[src/rtl/timer_pkg.sv]
// Shared types and constants for the two-digit countdown/count-up timer.
package timer_pkg;

    // Controller operating modes.
    typedef enum logic [1:0] {
        IDLE   = 2'd0,
        RUN    = 2'd1,
        PAUSED = 2'd2,
        DONE   = 2'd3
    } state_t;

    // Code the display decoder treats as "all segments off".
    localparam logic [7:0] BLANK_CODE = 8'd100;

    // Largest value a two-digit display can show.
    localparam logic [7:0] MAX_COUNT  = 8'd99;

    // Clamp an externally supplied value into the displayable range.
    function automatic logic [7:0] sat_count(input logic [7:0] value);
        return (value > MAX_COUNT) ? MAX_COUNT : value;
    endfunction

    // Value at which counting stops: 99 when counting up, 0 when counting down.
    function automatic logic [7:0] terminal_value(input logic up);
        return up ? MAX_COUNT : 8'd0;
    endfunction

endpackage

[src/rtl/countdown99_ctrl_if.sv]
// Control/status bundle between the timer controller and its user and display stage.
interface countdown99_ctrl_if;
    logic       start;
    logic       pause;
    logic       load;
    logic [7:0] load_value;
    logic       dir;
    logic       blank;
    logic [7:0] data;
    logic       signal_out;
    logic       running;

    // Side that issues commands and watches the display value.
    modport master (
        output start, pause, load, load_value, dir, blank,
        input  data, signal_out, running
    );

    // The timer controller itself.
    modport slave (
        input  start, pause, load, load_value, dir, blank,
        output data, signal_out, running
    );
endinterface

[src/rtl/countdown99_ctrl_prescaler.sv]
// Divides the system clock down to one count step every TICK_DIV enabled cycles.
module tick_prescaler #(
    parameter int TICK_DIV = 50_000_000
) (
    input  logic clk,
    input  logic reset,
    input  logic enable,
    input  logic clear,
    output logic tick
);
    localparam int W = (TICK_DIV > 1) ? $clog2(TICK_DIV) : 1;
    localparam logic [W-1:0] LAST = W'(TICK_DIV - 1);

    logic [W-1:0] count;

    // Advance only while enabled so a paused timer resumes mid-period; clear restarts the period.
    always_ff @(posedge clk) begin
        if (reset || clear) begin
            count <= '0;
        end else if (enable) begin
            count <= (count == LAST) ? '0 : count + W'(1);
        end
    end

    assign tick = enable && (count == LAST);
endmodule

[src/rtl/countdown99_ctrl.sv]
// 0..99 timer controller feeding a two-digit 7-segment decoder with a value and a done flag.
module countdown99_ctrl
    import timer_pkg::*;
#(
    parameter int TICK_DIV    = 50_000_000,
    parameter int START_VALUE = 99
) (
    input logic clk,
    input logic reset,
    countdown99_ctrl_if.slave bus
);
    localparam logic [7:0] START_COUNT = 8'(START_VALUE);

    state_t     state;
    logic [7:0] count;
    logic       dir_q;
    logic [7:0] data_q;
    logic       signal_q;
    logic       running_q;

    logic       tick;
    logic       pre_enable;
    logic       pre_clear;
    logic [7:0] restart_count;
    logic [7:0] step_count;

    // The period only advances in RUN on cycles with no command that leaves RUN;
    // a fresh start from IDLE/DONE or a load begins a new full period.
    assign pre_enable    = (state == RUN) && !bus.load && !bus.pause;
    assign pre_clear     = bus.load || (bus.start && (state == IDLE || state == DONE));
    assign restart_count = bus.dir ? 8'd0 : START_COUNT;
    assign step_count    = dir_q ? count + 8'd1 : count - 8'd1;

    tick_prescaler #(
        .TICK_DIV (TICK_DIV)
    ) u_prescaler (
        .clk    (clk),
        .reset  (reset),
        .enable (pre_enable),
        .clear  (pre_clear),
        .tick   (tick)
    );

    // Mode FSM and count register, plus the registered display outputs that trail them by one cycle.
    always_ff @(posedge clk) begin
        if (reset) begin
            state     <= IDLE;
            count     <= START_COUNT;
            dir_q     <= 1'b0;
            data_q    <= START_COUNT;
            signal_q  <= 1'b0;
            running_q <= 1'b0;
        end else begin
            data_q    <= bus.blank ? BLANK_CODE : count;
            signal_q  <= (state == DONE);
            running_q <= (state == RUN);

            if (bus.load) begin
                count <= sat_count(bus.load_value);
                state <= IDLE;
            end else if (bus.start && state != RUN) begin
                unique case (state)
                    IDLE: begin
                        dir_q <= bus.dir;
                        state <= (count == terminal_value(bus.dir)) ? DONE : RUN;
                    end
                    DONE: begin
                        dir_q <= bus.dir;
                        count <= restart_count;
                        state <= (restart_count == terminal_value(bus.dir)) ? DONE : RUN;
                    end
                    PAUSED: state <= RUN;
                    default: state <= state;
                endcase
            end else if (bus.pause && state == RUN) begin
                state <= PAUSED;
            end else if (bus.pause && state == PAUSED) begin
                state <= RUN;
            end else if (state == RUN && tick) begin
                if (count == terminal_value(dir_q)) begin
                    state <= DONE;
                end else begin
                    count <= step_count;
                    if (step_count == terminal_value(dir_q)) begin
                        state <= DONE;
                    end
                end
            end
        end
    end

    assign bus.data       = data_q;
    assign bus.signal_out = signal_q;
    assign bus.running    = running_q;
endmodule

[src/flat_wrapper.sv]
// flat-port wrapper written by rule: the top's interface ports become plain ports
module countdown99_ctrl_flat import timer_pkg::*;
#(
    parameter int TICK_DIV    = 50_000_000,
    parameter int START_VALUE = 99
)
  (clk, reset, bus_start, bus_pause, bus_load, bus_load_value, bus_dir, bus_blank, bus_data, bus_signal_out, bus_running);
  countdown99_ctrl_if bus_i ();
  input logic clk;
  input logic reset;
  input wire logic [$bits(bus_i.start)-1:0] bus_start;
  input wire logic [$bits(bus_i.pause)-1:0] bus_pause;
  input wire logic [$bits(bus_i.load)-1:0] bus_load;
  input wire logic [$bits(bus_i.load_value)-1:0] bus_load_value;
  input wire logic [$bits(bus_i.dir)-1:0] bus_dir;
  input wire logic [$bits(bus_i.blank)-1:0] bus_blank;
  output wire logic [$bits(bus_i.data)-1:0] bus_data;
  output wire logic [$bits(bus_i.signal_out)-1:0] bus_signal_out;
  output wire logic [$bits(bus_i.running)-1:0] bus_running;
  assign bus_i.start = bus_start;
  assign bus_i.pause = bus_pause;
  assign bus_i.load = bus_load;
  assign bus_i.load_value = bus_load_value;
  assign bus_i.dir = bus_dir;
  assign bus_i.blank = bus_blank;
  assign bus_data = bus_i.data;
  assign bus_signal_out = bus_i.signal_out;
  assign bus_running = bus_i.running;
  countdown99_ctrl #(.TICK_DIV(TICK_DIV), .START_VALUE(START_VALUE)) u_core (.clk(clk), .reset(reset), .bus(bus_i));
endmodule
[config.mk]
export PLATFORM = sky130hd
export DESIGN_NAME = countdown99_ctrl_flat
export DESIGN_NICKNAME = d
export VERILOG_FILES = /design/src/rtl/timer_pkg.sv /design/src/rtl/countdown99_ctrl_if.sv /design/src/rtl/countdown99_ctrl_prescaler.sv /design/src/rtl/countdown99_ctrl.sv /design/src/flat_wrapper.sv
export SDC_FILE = /design/constraint.sdc
export NUM_CORES = 1
export LEC_CHECK = 0
export CORE_ASPECT_RATIO = 1.5
export CORE_UTILIZATION = 45
export CTS_CLUSTER_DIAMETER = 60
export DETAILED_ROUTE_END_ITERATION = 6
export DONT_BUFFER_PORTS = 1
export GPL_TIMING_DRIVEN = 0
export PLACE_DENSITY = 0.68
export SETUP_SLACK_MARGIN = 0.1
export SKIP_LAST_GASP = 1
export SLEW_MARGIN = 30
export SYNTH_ARGS = -nofsm -noshare
export SYNTH_HDL_FRONTEND = slang
export SYNTH_SLANG_ARGS = --single-unit
export TNS_END_PERCENT = 20
[constraint.sdc]
create_clock -name clk -period 6.3 [get_ports clk]
set_input_delay 0.945 -clock clk [delete_from_list [all_inputs] [get_ports clk]]
set_output_delay 0.945 -clock clk [all_outputs]
set_load 0.1 [all_outputs]
==> summary.txt, run 1 <==
Place
  • Dpl hpwl: 4047 µm
  • Port Buffer Count: 0
  • RD Place Congestion: 0.9074
  • Cell Count Post-Placement: 352
  • DP Area: 2587 µm²

Routing
  • Violation count after the first detailed-route iteration: 66
  • Routed WL: 5141 µm
  • Drt drc: 0
  • Post-route antenna net violation count: 0
  • WL per Instance: 14.28 µm
  • Via count: 1,982
  • Via density: 5.506
  • First-pass detailed-route iteration total: 4

Clock network
  • Postcts setup bufs: 0
  • CTS H-tree lvls: 2
  • Clock insertion delay at the later pin of the skew report: 300 ps
  • PostCTS Resize Cnt: 0
  • Number of hold buffers added after CTS: 0
  • Clock Sinks: 47
  • Clk slew on worst S/H paths: 90 ps
  • CTS Buf Count: 5
  • Root buffer cell: clkbuf_8
  • CTS Buffer Depth: 2
  • CTS tree: done

Pwr
  • LEAKAGE: 0.9959 nW
  • Total power: 0.6422 mW
  • Peak supply drop: 0.00009686 V
  • PwrDens: 237.4 nW/µm²

Setup path
  • FF-to-FF path depth: 8
  • Crit path launch: u_core.dir_q
  • Critical Path AT: 2970 ps
  • Max Fanout on Critical Path: 9
  • Endpoint class of the critical path: flop
  • Crit Path Class: reg2reg
  • Critical path data required time: 6530 ps
  • Worst Setup Start Kind: flop
  • R2r startpoint: u_core.dir_q

Global routing
  • Largest net degree at the start of global routing: 15
  • Antenna violations before repair: 0
  • GRT Util Overall: 18.68%
  • First-pass GRT wire length: 8604 µm
  • Vias in the first global route: 1,899
  • Total global routing overflow: 0

Logic synthesis
  • Yosys top cell area share: 37.60%
  • Yosys reg bits: 47
  • Synth warn: 0
  • Top_reg_cell synth: dfxtp_1
  • Most numerous cell in the Yosys netlist: dfxtp_1
  • Sequential share of the synthesized area: 37.60%
  • Commonest cells in the netlist: dfxtp_1 (47), nor2_1 (46), xor2_1 (22)
  • Number of synthesized flops with an enable pin: 0
  • Async set or reset register ratio after synthesis: 0%
  • Post-synth cell types: 47
  • Gate count of the mapped netlist: 284
  • Area of the mapped netlist: 2502 µm²
  • Avg Inst Size Synth: 8.811 µm²
  • Syn Nets: 310
  • Cell taking the most area after synthesis: dfxtp_1
  • Synth top area cells: dfxtp_1 (38%), xor2_1 (7.7%), nor2_1 (6.9%)

STA
  • RSZ-0062 raised after global routing: no
  • Worst-Margin Slew: 958.4 ps
  • Final Critical Period: 2738 ps
  • Setup Viol. Count Final: 0
  • Post-Route Setup TNS: 0 ps
  • Clk_skew: 11.60 ps
  • Relative slew slack: 36.02%
  • Fin. max-slew vios: 0
  • Final Hold Fails: 0
  • Fmax: 365.3 MHz
  • WHS: 529.7 ps
  • Final Cycle Share: 43.46%

Floorplanning
  • Die Y: 93.33 µm
  • I/O pin count: 25
  • Initial Util: 47.71%
  • Die X-Extent: 62.89 µm
  • Core Rows: 32
  • Core ar.: 5245 µm²
  • Die area: 5869 µm²

Final layout
  • Area Overhead vs Synth: 8.100%
  • Final std cells w/o fill: 360
  • Nets: 317
  • Post-route cell area: 2705 µm²
  • Antenna cells: 0
  • Share of cells above drive strength 1: 8.904%

Worst hold path
  • Worst hold path type: reg2reg
  • HP Start: u_core.u_prescaler.count[20]
  • Hold depth: 2

Run
  • Max-cap violation count: 0

Status
  • Status: complete, no violations
## final cells by class
type / instances / area, µm²
buffer: 6 / 40.04
clock buffer: 6 / 82.58
clock inverter: 2 / 35.03
fill: 520 / 2540
inverter: 9 / 33.78
multi-input combinational: 222 / 1488
sequential: 47 / 940.9
tap: 68 / 85.08
## layer usage
| layer | vias up | part of all wire, % | GRT usage (%) | routed length, µm |
|---|---|---|---|---|
| li1 | 1014 | - | - | - |
| met1 | 921 | 40 | 19.17 | 2056 |
| met2 | 40 | 54 | 36.02 | 2787 |
| met3 | 7 | 3.8 | 4.024 | 194 |
| met4 | 0 | 2.0 | 6.977 | 102 |
| met5 | - | 0 | 0 | 0 |
## critical path, stage by stage (launching register included)
cell,delay (ps)
dfxtp_1,440
inv_1,210
fa_1,510
a211oi_2,270
o21a_1,170
a211oi_1,60
or3_1,370
a2111o_1,460
a211oi_2,180
## final timing paths
check                                      end  slack [ps]
hold reg to reg   u_core.u_prescaler.count[20]         530
setup / recovery               u_core.state[1]        3560
hold / removal    u_core.u_prescaler.count[20]         530
setup reg to reg               u_core.state[1]        3560
## cells in the final DEF, fill, tap and decap left out, types with 2 or more instances in the layout
| cell | instances |
|---|---|
| a21oi_1 | 10 |
| inv_1 | 9 |
| and4_1 | 2 |
| nand4_1 | 6 |
| nand3_1 | 15 |
| nor4_4 | 2 |
| clkbuf_1 | 2 |
| a31oi_1 | 5 |
| a211oi_2 | 2 |
| a211o_1 | 3 |
| buf_6 | 2 |
| and2_1 | 4 |
| a211oi_1 | 8 |
| a21o_1 | 3 |
| nor4_1 | 3 |
| nand2_1 | 19 |
| nor2_1 | 46 |
| ha_1 | 10 |
| mux2i_1 | 4 |
| xnor2_1 | 9 |
| nor3b_1 | 3 |
| o21a_1 | 2 |
| or3_1 | 6 |
| clkbuf_8 | 6 |
| nor3_1 | 2 |
| xor2_1 | 22 |
| dfxtp_1 | 47 |
| a32oi_1 | 3 |
| nor2b_1 | 3 |
| buf_2 | 2 |
| or2_2 | 2 |
| o21ai_0 | 8 |
| and3_1 | 5 |
## state kept, by name (all words and copies together) (netlist names)
register / count
u_core.count: 8
u_core.u_prescaler.count: 26
u_core.bus.data: 8
u_core.state: 2
u_core.bus.running: 1
u_core.bus.signal_out: 1
u_core.dir_q: 1
## report_power, final
group          leakage (nW)  internal (mW)  total (mW)  switching [mW]
clock network        0.0612          0.128       0.229           0.101
registers             0.382          0.303       0.327          0.0232
logic                 0.553         0.0362      0.0864          0.0503
## through the flow
step	util [%]	setup slack, ps
finish	51.57	3562
global route	51.57	3347
CTS	51.57	3549
detailed placement	49.33	3574
global placement	49.33	3563
floorplan	-	3808
## cells by family after synthesis
| kind of cell | Yosys count | synth area share [%] |
|---|---|---|
| fa+ha+maj | 11 | 5.800 |
| buf+inv | 15 | 2.950 |
| simple gates | 125 | 26.15 |
| xor+xnor | 31 | 10.85 |
| compound gates | 51 | 15.05 |
| flops | 47 | 37.60 |
| mux | 4 | 1.600 |
No activity file was read; power rests on OpenSTA's default activity.
==> inputs of run 2 (changes only) <==
Clock period 6.3 ns to 2.8 ns, I/O delays scaled along.
==> summary.txt, run 2 (same netlist as run 1, synthesis figures left out) <==
Global routing
  • GRT Util Overall: 18.68% (unchanged)
  • Antenna violations before repair: 0 (unchanged)
  • First-pass GRT wire length: 8604 µm (unchanged)
  • Largest net degree at the start of global routing: 15 (unchanged)
  • Vias in the first global route: 1,899 (unchanged)
  • Total global routing overflow: 0 (unchanged)

Final layout
  • Post-route cell area: 2711 µm² (was 2705 µm²)
  • Area Overhead vs Synth: 8.350% (was 8.100%)
  • Most frequent cells in the layout: nor2_1 (46), dfxtp_1 (46), xor2_1 (22) (was dfxtp_1 (47), nor2_1 (46), xor2_1 (22))
  • Antenna cells: 0 (unchanged)
  • Share of cells above drive strength 1: 9.932% (was 8.904%)
  • Final std cells w/o fill: 360 (unchanged)
  • Nets: 317 (unchanged)
  • Biggest register: u_core.u_prescaler.count (unchanged)
  • Max reg flops: 26 (unchanged)
  • # fillers: 522 (was 520)
  • Final Util: 51.69% (was 51.57%)

Worst hold path
  • Hold depth: 1 (was 2)
  • Worst hold path type: in2reg (was reg2reg)
  • HP Start: reset (was u_core.u_prescaler.count[20])

Routing
  • Via density: 5.478 (was 5.506)
  • First-pass detailed-route iteration total: 5 (was 4)
  • Violation count after the first detailed-route iteration: 60 (was 66)
  • Via count: 1,972 (was 1,982)
  • Routed WL: 5129 µm (was 5141 µm)
  • Drt drc: 0 (unchanged)
  • WL per Instance: 14.25 µm (was 14.28 µm)
  • Post-route antenna net violation count: 0 (unchanged)

Clock network
  • Clock Sinks: 47 (unchanged)
  • CTS Buf Count: 5 (unchanged)
  • CTS H-tree lvls: 2 (unchanged)
  • Root buffer cell: clkbuf_8 (unchanged)
  • Clk slew on worst S/H paths: 80 ps (was 90 ps)
  • CTS Buffer Depth: 2 (unchanged)
  • Number of hold buffers added after CTS: 0 (unchanged)
  • CTS tree: done (unchanged)
  • Clock insertion delay at the later pin of the skew report: 300 ps (about the same)

STA
  • Final Critical Period: 2580 ps (was 2738 ps)
  • Relative slew slack: 36.02% (unchanged)
  • Fin. max-slew vios: 0 (unchanged)
  • Fmax: 387.5 MHz (was 365.3 MHz)
  • Setup Viol. Count Final: 0 (unchanged)
  • Final Hold Fails: 0 (unchanged)
  • Clk_skew: 11.73 ps (was 11.60 ps)
  • Final Cycle Share: 92.16% (was 43.46%)
  • RSZ-0062 raised after global routing: no (unchanged)
  • Worst-Margin Slew: 958.4 ps (about the same)
  • Post-Route Setup TNS: 0 ps (unchanged)
  • WHS: 185.2 ps (was 529.7 ps)

Setup path
  • Crit Path Class: reg2reg (unchanged)
  • FF-to-FF path depth: 8 (unchanged)
  • Critical Path AT: 2800 ps (was 2970 ps)
  • Max Fanout on Critical Path: 9 (unchanged)
  • Endpoint class of the critical path: flop (unchanged)
  • Crit path launch: u_core.dir_q (unchanged)
  • Critical path data required time: 3020 ps (was 6530 ps)
  • R2r startpoint: u_core.dir_q (unchanged)
  • Worst Setup Start Kind: flop (unchanged)

Place
  • DP Area: 2587 µm² (unchanged)
  • Port Buffer Count: 0 (unchanged)
  • Dpl hpwl: 4047 µm (unchanged)
  • RD Place Congestion: 0.9074 (unchanged)
  • Cell Count Post-Placement: 352 (unchanged)

Pwr
  • LEAKAGE: 0.9976 nW (was 0.9959 nW)
  • Internal power: 1.055 mW (was 0.4681 mW)
  • Combinational share of power: 13.7% (was 13.5%)
  • Peak supply drop: 0.0002164 V (was 0.00009686 V)
  • Sw Ratio: 26.86% (was 27.11%)
  • Clock share of power: 35.3% (was 35.7%)
  • PwrDens: 531.8 nW/µm² (was 237.4 nW/µm²)
  • Sequential power share: 51.0% (was 50.9%)
  • Sw power: 0.3873 mW (was 0.1741 mW)

Floorplanning
  • Die area: 5869 µm² (unchanged)
  • Die Y: 93.33 µm (unchanged)
  • Core Rows: 32 (unchanged)
  • Core ar.: 5245 µm² (unchanged)
  • I/O pin count: 25 (unchanged)
  • Initial Util: 47.71% (unchanged)
  • Die X-Extent: 62.89 µm (unchanged)

Run
  • Max-cap violation count: 0 (unchanged)

Status
  • Status: complete, no violations (unchanged)
run 2: per-stage QoR:
stage               worst slack, ps  power, mW
floorplan                     307.6     0.9049
global placement              105.3     0.9401
detailed placement            77.95     0.9437
CTS                           123.1      1.452
global route                  143.2      1.515
finish                        219.6      1.442
run 2: what timing repair did:
item	4_1_cts	5_1_grt
gates cloned	0	0
pin swaps	0	0
gates resized for setup	1	2
setup buffers	0	0
setup endpoints to repair	2	2
endpoints found under the hold margin	0	0
run 2: layout make-up:
class                   count  area (µm²)  share of cell area (%)
clock buffers               6       82.58                   3.046
clock inverters             2       35.03                   1.292
inverters                   9       33.78                   1.246
flip-flops and latches     47       942.2                   34.75
well taps                  68       85.08                   3.138
multi-input cells         222        1493                   55.05
plain buffers               6       40.04                   1.477
run 2: final timing paths:
kind	slack [ps]	endpoint
setup reg to reg	220	u_core.state[1]
hold reg to reg	530	u_core.u_prescaler.count[20]
hold / removal	190	u_core.bus.signal_out
setup / recovery	220	u_core.state[1]
run 2: routing by layer:
| layer | share of wire [%] | wire [µm] | track usage [%] | vias to the layer above |
|---|---|---|---|---|
| li1 | - | - | - | 1013 |
| met1 | 40 | 2061 | 19.17 | 917 |
| met2 | 54 | 2788 | 36.02 | 35 |
| met3 | 3.5 | 180 | 4.024 | 7 |
| met4 | 1.9 | 99 | 6.977 | 0 |
| met5 | 0 | 0 | 0 | - |
run 2: power by group through the flow:
stage | registers (mW) | clock network (mW) | logic, mW
after floorplan | 0.746 | 0 | 0.159
after global placement | 0.750 | 0 | 0.190
after detailed placement | 0.751 | 0 | 0.193
after CTS | 0.735 | 0.524 | 0.194
after global routing | 0.738 | 0.558 | 0.219
final | 0.735 | 0.510 | 0.197
run 2: worst max-delay path, stage by stage (launching register included):
cell and delay [ps]:
dfxtp_2 400, inv_2 110, fa_1 480, a211oi_2 280, o21a_1 180, a211oi_2 60
or3_1 360, a2111o_1 460, a211oi_2 170
==> inputs of run 3 (changes only) <==
Settings changed: PLACE_DENSITY 0.68 to not set, RECOVER_POWER set to 100.
==> summary.txt, run 3 (same netlist as run 1, synthesis figures left out) <==
Clock network
  • Clk slew on worst S/H paths: 80 ps (about the same)
  • CTS tree: done (unchanged)
  • Number of hold buffers added after CTS: 0 (unchanged)
  • CTS Buffer Depth: 2 (unchanged)
  • Clock insertion delay at the later pin of the skew report: 300 ps (about the same)
  • CTS H-tree lvls: 2 (unchanged)
  • Postcts setup bufs: 0 (unchanged)
  • CTS Buf Count: 5 (unchanged)
  • Root buffer cell: clkbuf_8 (unchanged)
  • Clock Sinks: 47 (unchanged)

Setup path
  • Max Fanout on Critical Path: 9 (unchanged)
  • Slowest CP cell: fa_1 (unchanged)
  • Largest stage delay on the critical path: 480 ps (about the same)
  • Crit Path Class: reg2reg (unchanged)
  • Cells along the critical path: inv_2 -> fa_1 -> a211oi_2 -> o21a_1 -> a211oi_2 -> or3_1 -> a2111o_1 -> a211oi_2 (unchanged)
  • Endpoint class of the critical path: flop (unchanged)
  • Worst Setup Start Kind: flop (unchanged)
  • R2r setup slk: 210 ps (was 220 ps)
  • Top cell by count, worst path: a211oi_2 (unchanged)
  • Critical path data required time: 3030 ps (was 3020 ps)
  • Critical Path AT: 2810 ps (was 2800 ps)

Final layout
  • Final std cells w/o fill: 360 (unchanged)
  • Max reg flops: 26 (unchanged)
  • Nets: 317 (unchanged)
  • Area of the multi-input gates: 1493 µm² (unchanged)
  • Area Overhead vs Synth: 6.700% (was 8.350%)
  • Antenna cells: 0 (unchanged)
  • Final Util: 50.91% (was 51.69%)
  • Share of cells above drive strength 1: 8.562% (was 9.932%)
  • Reg area: 944.7 µm² (was 942.2 µm²)
  • Biggest register: u_core.u_prescaler.count (unchanged)
  • Most frequent cells in the layout: nor2_1 (46), dfxtp_1 (46), xor2_1 (22) (unchanged)
  • Post-route cell area: 2670 µm² (was 2711 µm²)
  • # fillers: 544 (was 522)

STA
  • RSZ-0062 raised after global routing: no (unchanged)
  • Post-Route Setup TNS: 0 ps (unchanged)
  • Clk_skew: 2.610 ps (was 11.73 ps)
  • Final Hold Fails: 0 (unchanged)
  • Relative slew slack: 37.45% (was 36.02%)
  • Final Critical Period: 2585 ps (was 2580 ps)
  • WHS: 178.5 ps (was 185.2 ps)
  • Setup Viol. Count Final: 0 (unchanged)
  • Final worst setup slack: 214.8 ps (was 219.6 ps)
  • Fmax: 386.8 MHz (was 387.5 MHz)
  • Worst-Margin Slew: 937.0 ps (was 958.4 ps)
  • Final Cycle Share: 92.33% (was 92.16%)
  • Fin. max-slew vios: 0 (unchanged)

Place
  • Dpl ws: 54.07 ps (was 77.95 ps)
  • DP Area: 2587 µm² (unchanged)
  • Dpl hpwl: 4166 µm (was 4047 µm)
  • Port Buffer Count: 0 (unchanged)
  • Cell Count Post-Placement: 352 (unchanged)
  • RD Place Congestion: 0.8466 (was 0.9074)

Pwr
  • Peak supply drop: 0.0001719 V (was 0.0002164 V)
  • Total power: 1.328 mW (was 1.442 mW)
  • PwrDens: 497.5 nW/µm² (was 531.8 nW/µm²)
  • LEAKAGE: 0.9773 nW (was 0.9976 nW)

Global routing
  • Largest net degree at the start of global routing: 14 (was 15)
  • Antenna violations before repair: 0 (unchanged)
  • Vias in the first global route: 1,903 (was 1,899)
  • Total global routing overflow: 0 (unchanged)
  • GRT Util Overall: 19.19% (was 18.68%)
  • First-pass GRT wire length: 8749 µm (was 8604 µm)

Routing
  • Drt drc: 0 (unchanged)
  • First-pass detailed-route iteration total: 4 (was 5)
  • Routed WL: 5349 µm (was 5129 µm)
  • Violation count after the first detailed-route iteration: 91 (was 60)
  • WL per Instance: 14.86 µm (was 14.25 µm)
  • Post-route antenna net violation count: 0 (unchanged)
  • Via count: 2,005 (was 1,972)
  • Via density: 5.569 (was 5.478)

Floorplanning
  • Initial Util: 47.71% (unchanged)
  • Die Y: 93.33 µm (unchanged)
  • Core Rows: 32 (unchanged)
  • Die area: 5869 µm² (unchanged)
  • Core ar.: 5245 µm² (unchanged)
  • I/O pin count: 25 (unchanged)
  • Die X-Extent: 62.89 µm (unchanged)

Run
  • Max-cap violation count: 0 (unchanged)

Worst hold path
  • Worst hold path type: in2reg (unchanged)

Status
  • Status: complete, no violations (unchanged)
==> run 3: changes by cell type in the layout (fill, tap and decap cells not counted), moves of 2 or more <==
cell,change
and2_0,+2
and2_1,-2
buf_2,-2
clkbuf_1,+3
clkbuf_2,+2
==> run 3: critical path: cells and delay by family, from the launching register on <==
family                     cells  cell delay, ps
buffers and inverters          1             100
DFF                            1             390
adders and majority gates      1             480
AOI/OAI and AO/OA              5            1200
and+or+nand+nor                1             350
==> run 3: area by class of cell <==
class / count / area share, %
tap: 68 / 3.187
sequential: 47 / 35.38
clock inverter: 1 / 0.1874
clock buffer: 7 / 2.858
multi-input combinational: 222 / 55.90
inverter: 9 / 1.265
buffer: 6 / 1.218
==> run 3: metal layers <==
metal  wire length, µm  global-route usage [%]  up-vias
met4               129                   8.333        0
met2              2829                   36.02       23
met5                 0                       0        -
li1                  -                       -     1020
met3               177                   4.878       13
met1              2212                   19.59      949
==> run 3: timing repair <==
item                                    CTS  global route
pin swaps                                 0             1
hold endpoints to repair                  0             0
endpoints found under the setup margin    2             2
gates resized for setup                   2             3
==> run 3: report_power, final <==
group | switching [mW] | internal, mW
logic | 0.114 | 0.0812
registers | 0.0517 | 0.682
clock network | 0.223 | 0.176
==> run 3: final timing paths <==
path,start,endpoint,cells past startpoint
max reg2reg,u_core.dir_q,u_core.state[1],8
min,reset,u_core.bus.running,1
max,u_core.dir_q,u_core.state[1],8
min reg2reg,u_core.u_prescaler.count[25],u_core.u_prescaler.count[25],2
